$ cat src/rtl/prio_encoder_queue.sv
// ============================================================================
// prio_encoder_queue : pending-request latch with a registered valid/ready
//                      priority (fixed or round-robin) index output.
// Revision 1.0
// ============================================================================
`default_nettype none

module prio_encoder_queue #(
    parameter int N     = 8,
    parameter int IDX_W = $clog2(N),
    parameter bit RR    = 1'b0
) (
    input  logic             clk,
    input  logic             rst,
    input  logic             en,
    input  logic [N-1:0]     req,
    input  logic [N-1:0]     mask,
    output logic             out_valid,
    input  logic             out_ready,
    output logic [IDX_W-1:0] out_idx,
    output logic [N-1:0]     pending,
    output logic             any_pending
);

    logic [N-1:0]     pending_q, pending_d;
    logic             out_valid_q, out_valid_d;
    logic [IDX_W-1:0] out_idx_q, out_idx_d;
    logic [IDX_W-1:0] last_idx_q, last_idx_d;

    logic             w_hs;
    logic [N-1:0]     w_clr;
    logic [N-1:0]     w_elig;
    logic             w_load;
    logic             w_found_lo;
    logic [IDX_W-1:0] w_sel_lo;
    logic [IDX_W-1:0] w_sel_hi;
    logic [IDX_W-1:0] w_sel;

    assign w_hs   = out_valid_q & out_ready;
    assign w_clr  = w_hs ? (N'(1) << out_idx_q) : '0;
    assign w_elig = pending_q & mask & ~w_clr;

    // Round-robin order last-1 .. 0, then N-1 .. last: take the highest bit
    // below last_idx if any, else the highest bit at or above it. In fixed
    // mode last_idx stays 0, which reduces this to plain highest-index-wins.
    always_comb begin
        w_found_lo = 1'b0;
        w_sel_lo   = '0;
        w_sel_hi   = '0;
        for (int i = 0; i < N; i++) begin
            if (w_elig[i]) begin
                if (IDX_W'(i) < last_idx_q) begin
                    w_found_lo = 1'b1;
                    w_sel_lo   = IDX_W'(i);
                end else begin
                    w_sel_hi   = IDX_W'(i);
                end
            end
        end
        w_sel = w_found_lo ? w_sel_lo : w_sel_hi;
    end

    assign w_load = en & (~out_valid_q | w_hs) & (|w_elig);

    always_comb begin
        pending_d   = (pending_q & ~w_clr) | req;
        out_valid_d = out_valid_q;
        out_idx_d   = out_idx_q;
        last_idx_d  = last_idx_q;
        if (w_load) begin
            out_valid_d = 1'b1;
            out_idx_d   = w_sel;
            if (RR) begin
                last_idx_d = w_sel;
            end
        end else if (w_hs) begin
            out_valid_d = 1'b0;
        end
    end

    always_ff @(posedge clk) begin
        if (rst) begin
            pending_q   <= '0;
            out_valid_q <= 1'b0;
            out_idx_q   <= '0;
            last_idx_q  <= '0;
        end else begin
            pending_q   <= pending_d;
            out_valid_q <= out_valid_d;
            out_idx_q   <= out_idx_d;
            last_idx_q  <= last_idx_d;
        end
    end

    assign out_valid   = out_valid_q;
    assign out_idx     = out_idx_q;
    assign pending     = pending_q;
    assign any_pending = |pending_q;

endmodule

`default_nettype wire

$ cat config.mk
export PLATFORM = sky130hd
export DESIGN_NAME = prio_encoder_queue
export DESIGN_NICKNAME = d
export VERILOG_FILES = /design/src/rtl/prio_encoder_queue.sv
export SDC_FILE = /design/constraint.sdc
export NUM_CORES = 1
export LEC_CHECK = 0
export BUFFER_PORTS_ARGS = -buffer_cell sky130_fd_sc_hd__buf_2
export CELL_PAD_IN_SITES_DETAIL_PLACEMENT = 1
export CELL_PAD_IN_SITES_GLOBAL_PLACEMENT = 2
export CORE_MARGIN = 2
export CORE_UTILIZATION = 21
export DETAILED_ROUTE_END_ITERATION = 7
export HOLD_SLACK_MARGIN = 0.1
export PLACE_DENSITY = 0.73
export SYNTH_ARGS = -nofsm -noshare
export SYNTH_HDL_FRONTEND = slang
export SYNTH_SLANG_ARGS = --single-unit
$ cat constraint.sdc
create_clock -name clk -period 1.6 [get_ports clk]
set_input_delay 0.24 -clock clk [delete_from_list [all_inputs] [get_ports clk]]
set_output_delay 0.24 -clock clk [all_outputs]
set_load 0.02 [all_outputs]
======== Yosys cells after proc, flatten, opt, wreduce, memory -nomap -nowiden ========
Index checks and enable logic that the tools add are counted.
word-level totals
  logic and storage cells ................. 27
  bits of input ports ..................... 20
  output and inout bits ................... 13
  register bits ........................... 12
cells by class
  bitwise gates (word level) .............. 10
  shift-type cells ........................ 1
  mux-type cells .......................... 10
  reductions and logical operators ........ 3
operators by type and width
  operator             number
  $and 8x8->8          3
  $mux 3               6
  $reduce_or 8->1      2
  $mux 8               1
  $not 8->8            1
  $or 8x8->8           1
  $shl 1x3->8 const A  1
  $and 1x1->1          3
  $mux 1               3
  $reduce_bool 2->1    1
  $not 1->1            1
  $or 1x1->1           1

======== Longest topological paths before layout ========
Gate-level depths: netlist of run 1.
  word-level depth ........................ 11
  gate-level depth with buffers ........... 7
  mapped depth without buffers ............ 6

======== Worst setup path after synthesis of run 1 ========
Ideal clock, no wire load.
  path type ............................... reg-to-reg
  from .................................... register out_idx_q[2] (netlist: out_idx[2])
  to ...................................... register out_idx_q[0] (netlist: out_idx[0])
  arrival time ............................ 1.613 ns
  cell stages (with the launch flop) ...... 8
  data required time ...................... 1.472 ns
  setup time .............................. 0.128 ns
  period minus slack after synthesis ...... 1.741 ns
  path slack .............................. -0.141 ns
  buffers on the path ..................... 1
  cell sequence ........................... dfxtp_1 -> and3_4 -> buf_8 -> a31oi_2 -> nor4_4 -> a41oi_2 -> mux2i_1 -> nor2_1
between the ends
  word-level cells in the longest chain between the ends .. 11
  elaborated cells on any way between the ends .. 13
  classes of those cells .................. shift (1); mux (8); bitwise (3); reduce/logical (1)
ends and longest elaborated chain
  item                    line  RTL
  start, declared         27    logic [IDX_W-1:0] out_idx_q, out_idx_d;
  start signal, assigned  90    out_idx_q <= out_idx_d;
  $shl 1x3->8 *           40    assign w_clr = w_hs ? (N'(1) << out_idx_q) : '0;
  $mux 8 *                40
  $not 8->8 *             41    assign w_elig = pending_q & mask & ~w_clr;
  $and 8x8->8 *           41
  $mux 1                  51    if (w_elig[i]) begin
  $mux 3 (6 in series)    51
Mark *: on every way between the ends. The rest lies on a longest branch, timed or not.
A chain may end at the register's enable or synchronous reset.

======== Final worst setup path of run 1 ========
  from .................................... register out_idx_q[0] (netlist: out_idx[0])
  to ...................................... register out_idx_q[0] (netlist: out_idx[0])
The elaborated chain is that of the path after synthesis.

==> impl_metrics.ini, run 1 <==
[layout]
layout.area.seq_um2 = 255.2
layout.cells.non_filler = 172
multi_input_area_um2 = 442.9
fin_nets = 149
utilization_pct = 34.26
area_growth_syn_to_layout_pct = 57.01
n_fill_cell = 379
n_antenna_cell = 0
drive_gt1_share_pct = 50.00

[synth]
netlist_area_um2 = 660.6
synth_fp_nets = 102
synth_top_family_by_area = simple AND/OR/NAND/NOR gates
synth_fa_ha_area_share_pct = 0
synth_edf_count = 0
synth_top_cell_area_share_pct = 36.36
ys_warn_count = 0
ys_types = 26
yosys.area.top_type = dfxtp_1
synthXorXnorAreaFrac_pct = 0
synth_compound_area_share_pct = 22.73
syn_inst = 82
ys_seq_area_share_pct = 36.36
synth_commonest_cells = nand2_1, nor2_1, dfxtp_1
synth_simple_gate_area_share_pct = 34.28
muxShareOfSynthArea_pct = 3.030
yosysMostFrequentCell = nand2_1
dominantRegCellSynth = dfxtp_1
synthArstFlopShare_pct = 0
ys_top_cells_by_area = dfxtp_1, nand2_1, nor2_1, a21oi_1, a21oi_2
syn_avg_cell_area_um2 = 8.057
yosys_register_bits = 12

[clocking]
clk_pin_slew_ns = 0.08
htree_levels = 1
clock-sinks = 12
root_buffer = clkbuf_4
cts_buffers = 3
clockBufferDepth = 2
clock_latency_ns = 0.28
hold_buffers = 0
cts_tree = built

[setup_path]
crit_required_ns = 1.77
crit_path_max_fanout = 7
critical_path_class = register to register
crit_path_end_kind = register
startpoint = out_idx[0]
r2r_end = out_idx[0]
critPathArrivalTime_ns = 1.82
reg2reg_from = out_idx[0]
worstRegToRegCells = 6
r2r_slack_ns = -0.05
critPathLaunchType = register

[timing]
finalSetupViolCount = 3
fmax_mhz = 606.0
finalCritPeriodShare_pct = 103.1
holdWs_ns = 0.1644
finClkSkew_ns = 0.01012
tightestPinTransition_ns = 0.3389
slew_headroom_pct = 77.20
hold_viol = 0
post-route-min-period_ns = 1.650
setup_slack_ns = -0.05017
grt_setup_unrepaired = true
slew_violations = 0

[drt]
routed_via_density = 4.436
route.detailed.drc = 0
dr.pass1.iters = 2
routedWlPerCell_um = 12.66
ant_nets = 0
routed_wl_um = 2177
via_count = 763
drt-initial-drc-count = 6

[pwr]
p_int_uw = 538.0
switching_share_pct = 33.34
pwr-share-seq_pct = 43.4
p_total_uw = 807.1
power.switching_uw = 269.1
p_leak_uw = 0.0004603
p_comb_share_pct = 31.7
clkPwrFrac_pct = 24.9
p_per_area_nw_per_um2 = 778.1
irDropWorstVdd_uv = 440.3

[run_status]
run_status = complete, but fails checks
violations = negative setup slack

[min_path]
min_path_cells = 3
min_to = pending[6]
min-delay-start = req[6]
hold_class = input port to register

[grt]
grt_max_degree = 13
grt_usage_pct = 13.02
grt_overflow = 0
grt_pass1_wl_um = 3374
grt_pass1_vias = 749
antenna_found_initial = 0

[die]
die_x_um = 60.09
ioPinCount = 33
floorplan.initialDensity_pct = 21.82
fp.coreArea_um2 = 3028
die_h_um = 60.09
rows = 20
die_area_um2 = 3611

[place]
placed_cells = 165
dp_hpwl_um = 1747
io_buffers = 32
place_ws_ns = -0.05177
gp_congestion = 0.8012

[flow_run]
max_cap_viol_count = 0
-- cell type report --
type                    instances  area share (%)
multi-input cells              67           42.70
well taps                      44           5.308
clock buffers                   4           2.533
repair buffers                 45           24.85
flip-flops and latches         12           24.61
-- flip-flops by register name (all words and copies together), names as in the netlist --
name and flops:
out_valid 1, out_idx 3, pending 8
-- worst max-delay path, stage by stage (launching register included) --
cell	delay, ns
dfxtp_4	0.38
nor2_1	0.24
a21oi_4	0.10
nor4_4	0.37
a41oi_4	0.20
mux2i_1	0.20
nor2_1	0.05
-- layout by cell type (no fill, tap or decap) --
| master | instances |
|---|---|
| nand2_1 | 16 |
| clkbuf_4 | 3 |
| nand3_1 | 3 |
| nor2_1 | 15 |
| o21bai_1 | 1 |
| buf_4 | 13 |
| and3_4 | 1 |
| or2b_2 | 1 |
| buf_2 | 32 |
| a211o_1 | 1 |
| nand4_1 | 1 |
| dfxtp_1 | 8 |
| dfxtp_4 | 4 |
| mux2i_1 | 2 |
| clkbuf_1 | 1 |
| nor2b_1 | 1 |
| a211oi_2 | 1 |
| a21oi_4 | 2 |
| a21oi_1 | 10 |
| o31ai_1 | 1 |
| nor4_1 | 1 |
| and3b_1 | 1 |
| nor4_4 | 1 |
| a31oi_4 | 1 |
| and2b_4 | 2 |
| nor4_2 | 1 |
| a31oi_1 | 1 |
| a21oi_2 | 1 |
| a21o_1 | 1 |
| a41oi_4 | 1 |
-- logic make-up after synthesis --
kind of cell           count (synthesis)
AO/OA/AOI/OAI                         21
buffers and inverters                  3
flip-flops                            12
multiplexers                           2
AND/OR/NAND/NOR                       44
-- worst max-delay path by stage --
stage / end / slack (ns) / cells after the start
detailed placement: out_idx[0] / -0.05 / 7
global route: out_idx[0] / -0.15 / 6
floorplan: out_idx[1] / -0.008 / 7
finish: out_idx[0] / -0.05 / 6
CTS: out_idx[0] / -0.04 / 6
global placement: out_idx[0] / 0.004 / 6
-- per-layer routing --
metal	part of all wire, %	global-route usage, %	up-vias
met1	45	14.73	363
met5	0	0	-
met3	3.4	4.113	2
li1	-	-	381
met2	50	23.14	17
met4	1.2	3.810	0
-- what timing repair did --
item | 4_1_cts | 5_1_grt
pin swaps | 2 | 3
resized for setup | 3 | 2
setup endpoints to repair | 3 | 5
gates cloned | 0 | 0
setup buffers | 2 | 1
-- power by group through the flow --
stage	logic (uW)	clock network (uW)	registers, uW
floorplan	105	0	386
global placement	234	0	357
detailed placement	239	0	358
CTS	253	215	350
global route	278	245	355
finish	256	201	350
-- metrics by stage --
step                       TNS, ns  instance area, um2
after floorplan           -0.01298               689.4
after global placement           0               955.9
after detailed placement   -0.1253               955.9
after CTS                 -0.08956                1018
after global routing       -0.4964                1037
final                      -0.1249                1037
No activity file was read; power rests on OpenSTA's default activity.
==> run 2: changes to the inputs <==
- CORE_ASPECT_RATIO: not set -> 1.25
==> impl_metrics.ini, run 2 (same netlist as run 1, synthesis figures left out) <==
[run_status]
run_status = complete, but fails checks
violations = negative setup slack

[grt]
grt_pass1_wl_um = 3408
grt_usage_pct = 13.37
grt_overflow = 0
antenna_found_initial = 0
grt_max_degree = 13
grt_pass1_vias = 740

[timing]
holdWs_ns = 0.1574
tightestPinTransition_ns = 0.2823
slew_violations = 0
finalSetupViolCount = 3
fmax_mhz = 610.5
post-route-min-period_ns = 1.638
grt_setup_unrepaired = true
setup_slack_ns = -0.03788
finClkSkew_ns = 0.001535
finalSetupTns_ns = -0.09543
hold_viol = 0
finalCritPeriodShare_pct = 102.4
slew_headroom_pct = 81.18

[setup_path]
r2r_slack_ns = -0.04
crit_buf_inv = 0
reg2reg_from = out_valid
crit_path_max_fanout = 6
crit_path_end_kind = register
crit_path_max_incr_delay_ns = 0.36
r2r_end = out_idx[1]
critPathArrivalTime_ns = 1.81
worstRegToRegCells = 6
worst_path_max_delay_cell = dfxtp_4
critical_path_class = register to register
crit_chain = and3_4, a21oi_4, nor4_4, a41oi_2, mux2i_1, nor2_1
path_delay_family = simple AND/OR/NAND/NOR gates
crit_required_ns = 1.77
critPathLaunchType = register

[layout]
mostFrequentLayoutCells = buf_2, nand2_1, nor2_1
final_common_cell = buf_2
largest_reg_flops = 8
drive_gt1_share_pct = 49.19
area_growth_syn_to_layout_pct = 51.14
n_antenna_cell = 0
fin_nets = 145
stdcell_area_um2 = 998.5

[die]
die_x_um = 54.17
rows = 22
die_area_um2 = 3613
die_h_um = 66.71
floorplan.initialDensity_pct = 22.22
fp.coreArea_um2 = 2973
ioPinCount = 33

[place]
place_area_um2 = 930.9
dp_hpwl_um = 1782
gp_congestion = 0.9077
io_buffers = 32

[clocking]
htree_levels = 1
cts_buffers = 3
clock-sinks = 12
clk_pin_slew_ns = 0.08
root_buffer = clkbuf_4
clockBufferDepth = 2
clock_latency_ns = 0.28
cts_tree = built

[drt]
dr.pass1.iters = 1
route.detailed.drc = 0
routedWlPerCell_um = 13.53
routed_wl_um = 2164
via_count = 755
drt-initial-drc-count = 0
routed_via_density = 4.719
ant_nets = 0

[min_path]
min_path_cells = 3
min_to = pending[7]
min-delay-start = req[7]
hold_class = input port to register

[pwr]
irDropWorstVdd_uv = 381.8
p_leak_uw = 0.0004447
p_per_area_nw_per_um2 = 839.5

[flow_run]
max_cap_viol_count = 0
-- run 2: what timing repair did --
item                       in CTS  in global routing
pin swaps                       2                  2
hold buffers                    0                  0
setup endpoints to repair       3                  5
resized for setup               3                  1
hold endpoints to repair        0                  0
setup buffers                   1                  0
-- run 2: power by group --
group	internal (uW)	switching [uW]
Clock	139	108
Combinational	110	126
Sequential	324	31.9
-- run 2: cell type report --
type	count	area (um2)
Fill cell	388	1974
Clock buffer	4	36.28
Timing Repair Buffer	41	227.7
Tap cell	36	45.04
Multi-Input combinational cell	67	436.7
Sequential cell	12	252.7
-- run 2: metrics by stage --
stage	power (uW)	util [%]	setup slack (ns)	instances
2_1_floorplan	491.0	-	-0.007978	82
3_3_place_gp	588.0	31.31	-0.05014	155
3_5_place_dp	592.7	31.31	-0.06987	155
4_1_cts	856.3	33.38	-0.05524	160
5_1_grt	892.4	33.59	-0.1189	160
6_report	838.2	33.59	-0.03788	160
-- run 2: worst reg2reg max path: stages (launching register included) --
cell and delay [ns]:
dfxtp_4 0.36, and3_4 0.29, a21oi_4 0.09, nor4_4 0.33, a41oi_2 0.22, mux2i_1 0.19
nor2_1 0.06
-- run 2: how the worst max path moves through the flow --
| stage | from | endpoint | slack, ns | cells after the start |
|---|---|---|---|---|
| 2_1_floorplan | out_valid | out_idx[1] | -0.008 | 7 |
| 3_3_place_gp | out_idx[0] | out_idx[1] | -0.05 | 6 |
| 3_5_place_dp | out_idx[0] | out_idx[0] | -0.07 | 6 |
| 4_1_cts | out_valid | out_idx[0] | -0.06 | 6 |
| 5_1_grt | out_valid | out_idx[0] | -0.12 | 6 |
| 6_report | out_valid | out_idx[1] | -0.04 | 6 |
-- run 2: per-layer routing --
layer  vias up  routed length, um  global-route usage (%)
li1        374                  -                       -
met1       357                932                   14.79
met2        19               1088                   22.44
met3         5                 72                   1.345
met4         0                 70                   10.31
met5         -                  0                       0
==> run 3: changes to the inputs <==
- CORE_ASPECT_RATIO: 1.25 -> 1.1
==> impl_metrics.ini, run 3 (same netlist as run 1, synthesis figures left out) <==
[layout]
layout.area.seq_um2 = 252.7
utilization_pct = 33.46
drive_gt1_share_pct = 50.77
largest_reg_flops = 8
stdcell_area_um2 = 1011
fin_nets = 151
mostFrequentLayoutCells = buf_2, nand2_1, buf_4
n_antenna_cell = 0
final_common_cell = buf_2
multi_input_area_um2 = 416.7
n_fill_cell = 384
area_growth_syn_to_layout_pct = 53.03
layout.cells.non_filler = 164

[drt]
routedWlPerCell_um = 12.77
ant_nets = 0
routed_via_density = 4.561
routed_wl_um = 2095
route.detailed.drc = 0
drt-initial-drc-count = 20
dr.pass1.iters = 3
via_count = 748

[timing]
slew_violations = 0
grt_setup_unrepaired = true
hold_viol = 0
fmax_mhz = 602.7
finClkSkew_ns = 0.006923
slew_headroom_pct = 78.38
finalSetupViolCount = 4
setup_slack_ns = -0.05924
tightestPinTransition_ns = 0.3213
finalCritPeriodShare_pct = 103.7
finalSetupTns_ns = -0.1464
post-route-min-period_ns = 1.659

[clocking]
htree_levels = 1
clk_pin_slew_ns = 0.09
clockBufferDepth = 2
root_buffer = clkbuf_4
cts_tree = built
clock-sinks = 12
clock_latency_ns = 0.28
cts_buffers = 3

[place]
place_ws_ns = -0.05678
io_buffers = 32
dp_hpwl_um = 1593
placed_cells = 153
gp_congestion = 0.8725
place_area_um2 = 928.4

[die]
die_h_um = 62.83
die_x_um = 57.48
ioPinCount = 33
rows = 21
fp.coreArea_um2 = 3022
floorplan.initialDensity_pct = 21.86
die_area_um2 = 3611

[setup_path]
crit_path_max_fanout = 8
critPathLaunchType = register
crit_path_end_kind = register
critPathArrivalTime_ns = 1.84
critical_path_class = register to register
crit_required_ns = 1.78

[grt]
grt_usage_pct = 11.68
grt_max_degree = 13
grt_overflow = 0
grt_pass1_vias = 673
antenna_found_initial = 0
grt_pass1_wl_um = 3215

[min_path]
hold_class = input port to register

[pwr]
irDropWorstVdd_uv = 433.7
p_per_area_nw_per_um2 = 794.5
p_leak_uw = 0.0004659

[run_status]
violations = negative setup slack
run_status = complete, but fails checks

[flow_run]
max_cap_viol_count = 0
## run 3: cell types whose count changed in the layout (fill, tap and decap cells not counted), sizes merged
cell / previous run / this run
buf: 41 / 47
clkbuf: 4 / 3
clkinv: 0 / 1
## run 3: layout make-up
type                    count  share of cell area (%)
well taps                  34                   4.208
repair buffers             47                   26.98
flip-flops and latches     12                   25.00
multi-input cells          67                   41.21
clock inverters             1                  0.3713
clock buffers               3                   2.228
## run 3: final timing paths
check / start / end / slack, ns / cells past startpoint
min reg2reg: pending[3] / pending[3] / 0.54 / 2
max reg2reg: out_idx[2] / out_idx[0] / -0.06 / 8
max: out_idx[2] / out_idx[0] / -0.06 / 8
min: req[0] / pending[0] / 0.16 / 3
## run 3: per-layer routing
metal  vias to the layer above  wire length, um  global-route usage, %
met3                         2              106                  3.727
met2                        19              999                  17.90
li1                        384                -                      -
met1                       343              974                  15.87
met4                         0               14                  2.616
met5                         -                0                      0
## run 3: critical path, cell delays in order (launching register included)
cell and delay (ns):
dfxtp_4 0.36, and3_4 0.27, buf_4 0.13, a21oi_2 0.06, buf_4 0.13, nor2b_1 0.12, a211o_1 0.28, mux2i_1 0.14
nor2_1 0.06
## run 3: metrics by stage
stage / hold WS (ns) / total power (uW)
finish: 0.1605 / 803.2
detailed placement: 0.4573 / 590.1
CTS: 0.1614 / 798.2
global placement: 0.4457 / 584.8
floorplan: 0.2994 / 491.0
global route: 0.1613 / 862.8
## run 3: repair_timing
item                       in CTS  in global routing
hold buffers                    0                  0
pin swaps                       1                  8
cloned                          0                  0
setup buffers                   1                  6
gates resized for setup         1                  1
setup endpoints to repair       3                  4
## run 3: power breakdown
part	switching [uW]	internal, uW
clock	115	90.5
combinational	127	119
sequential	28.0	324
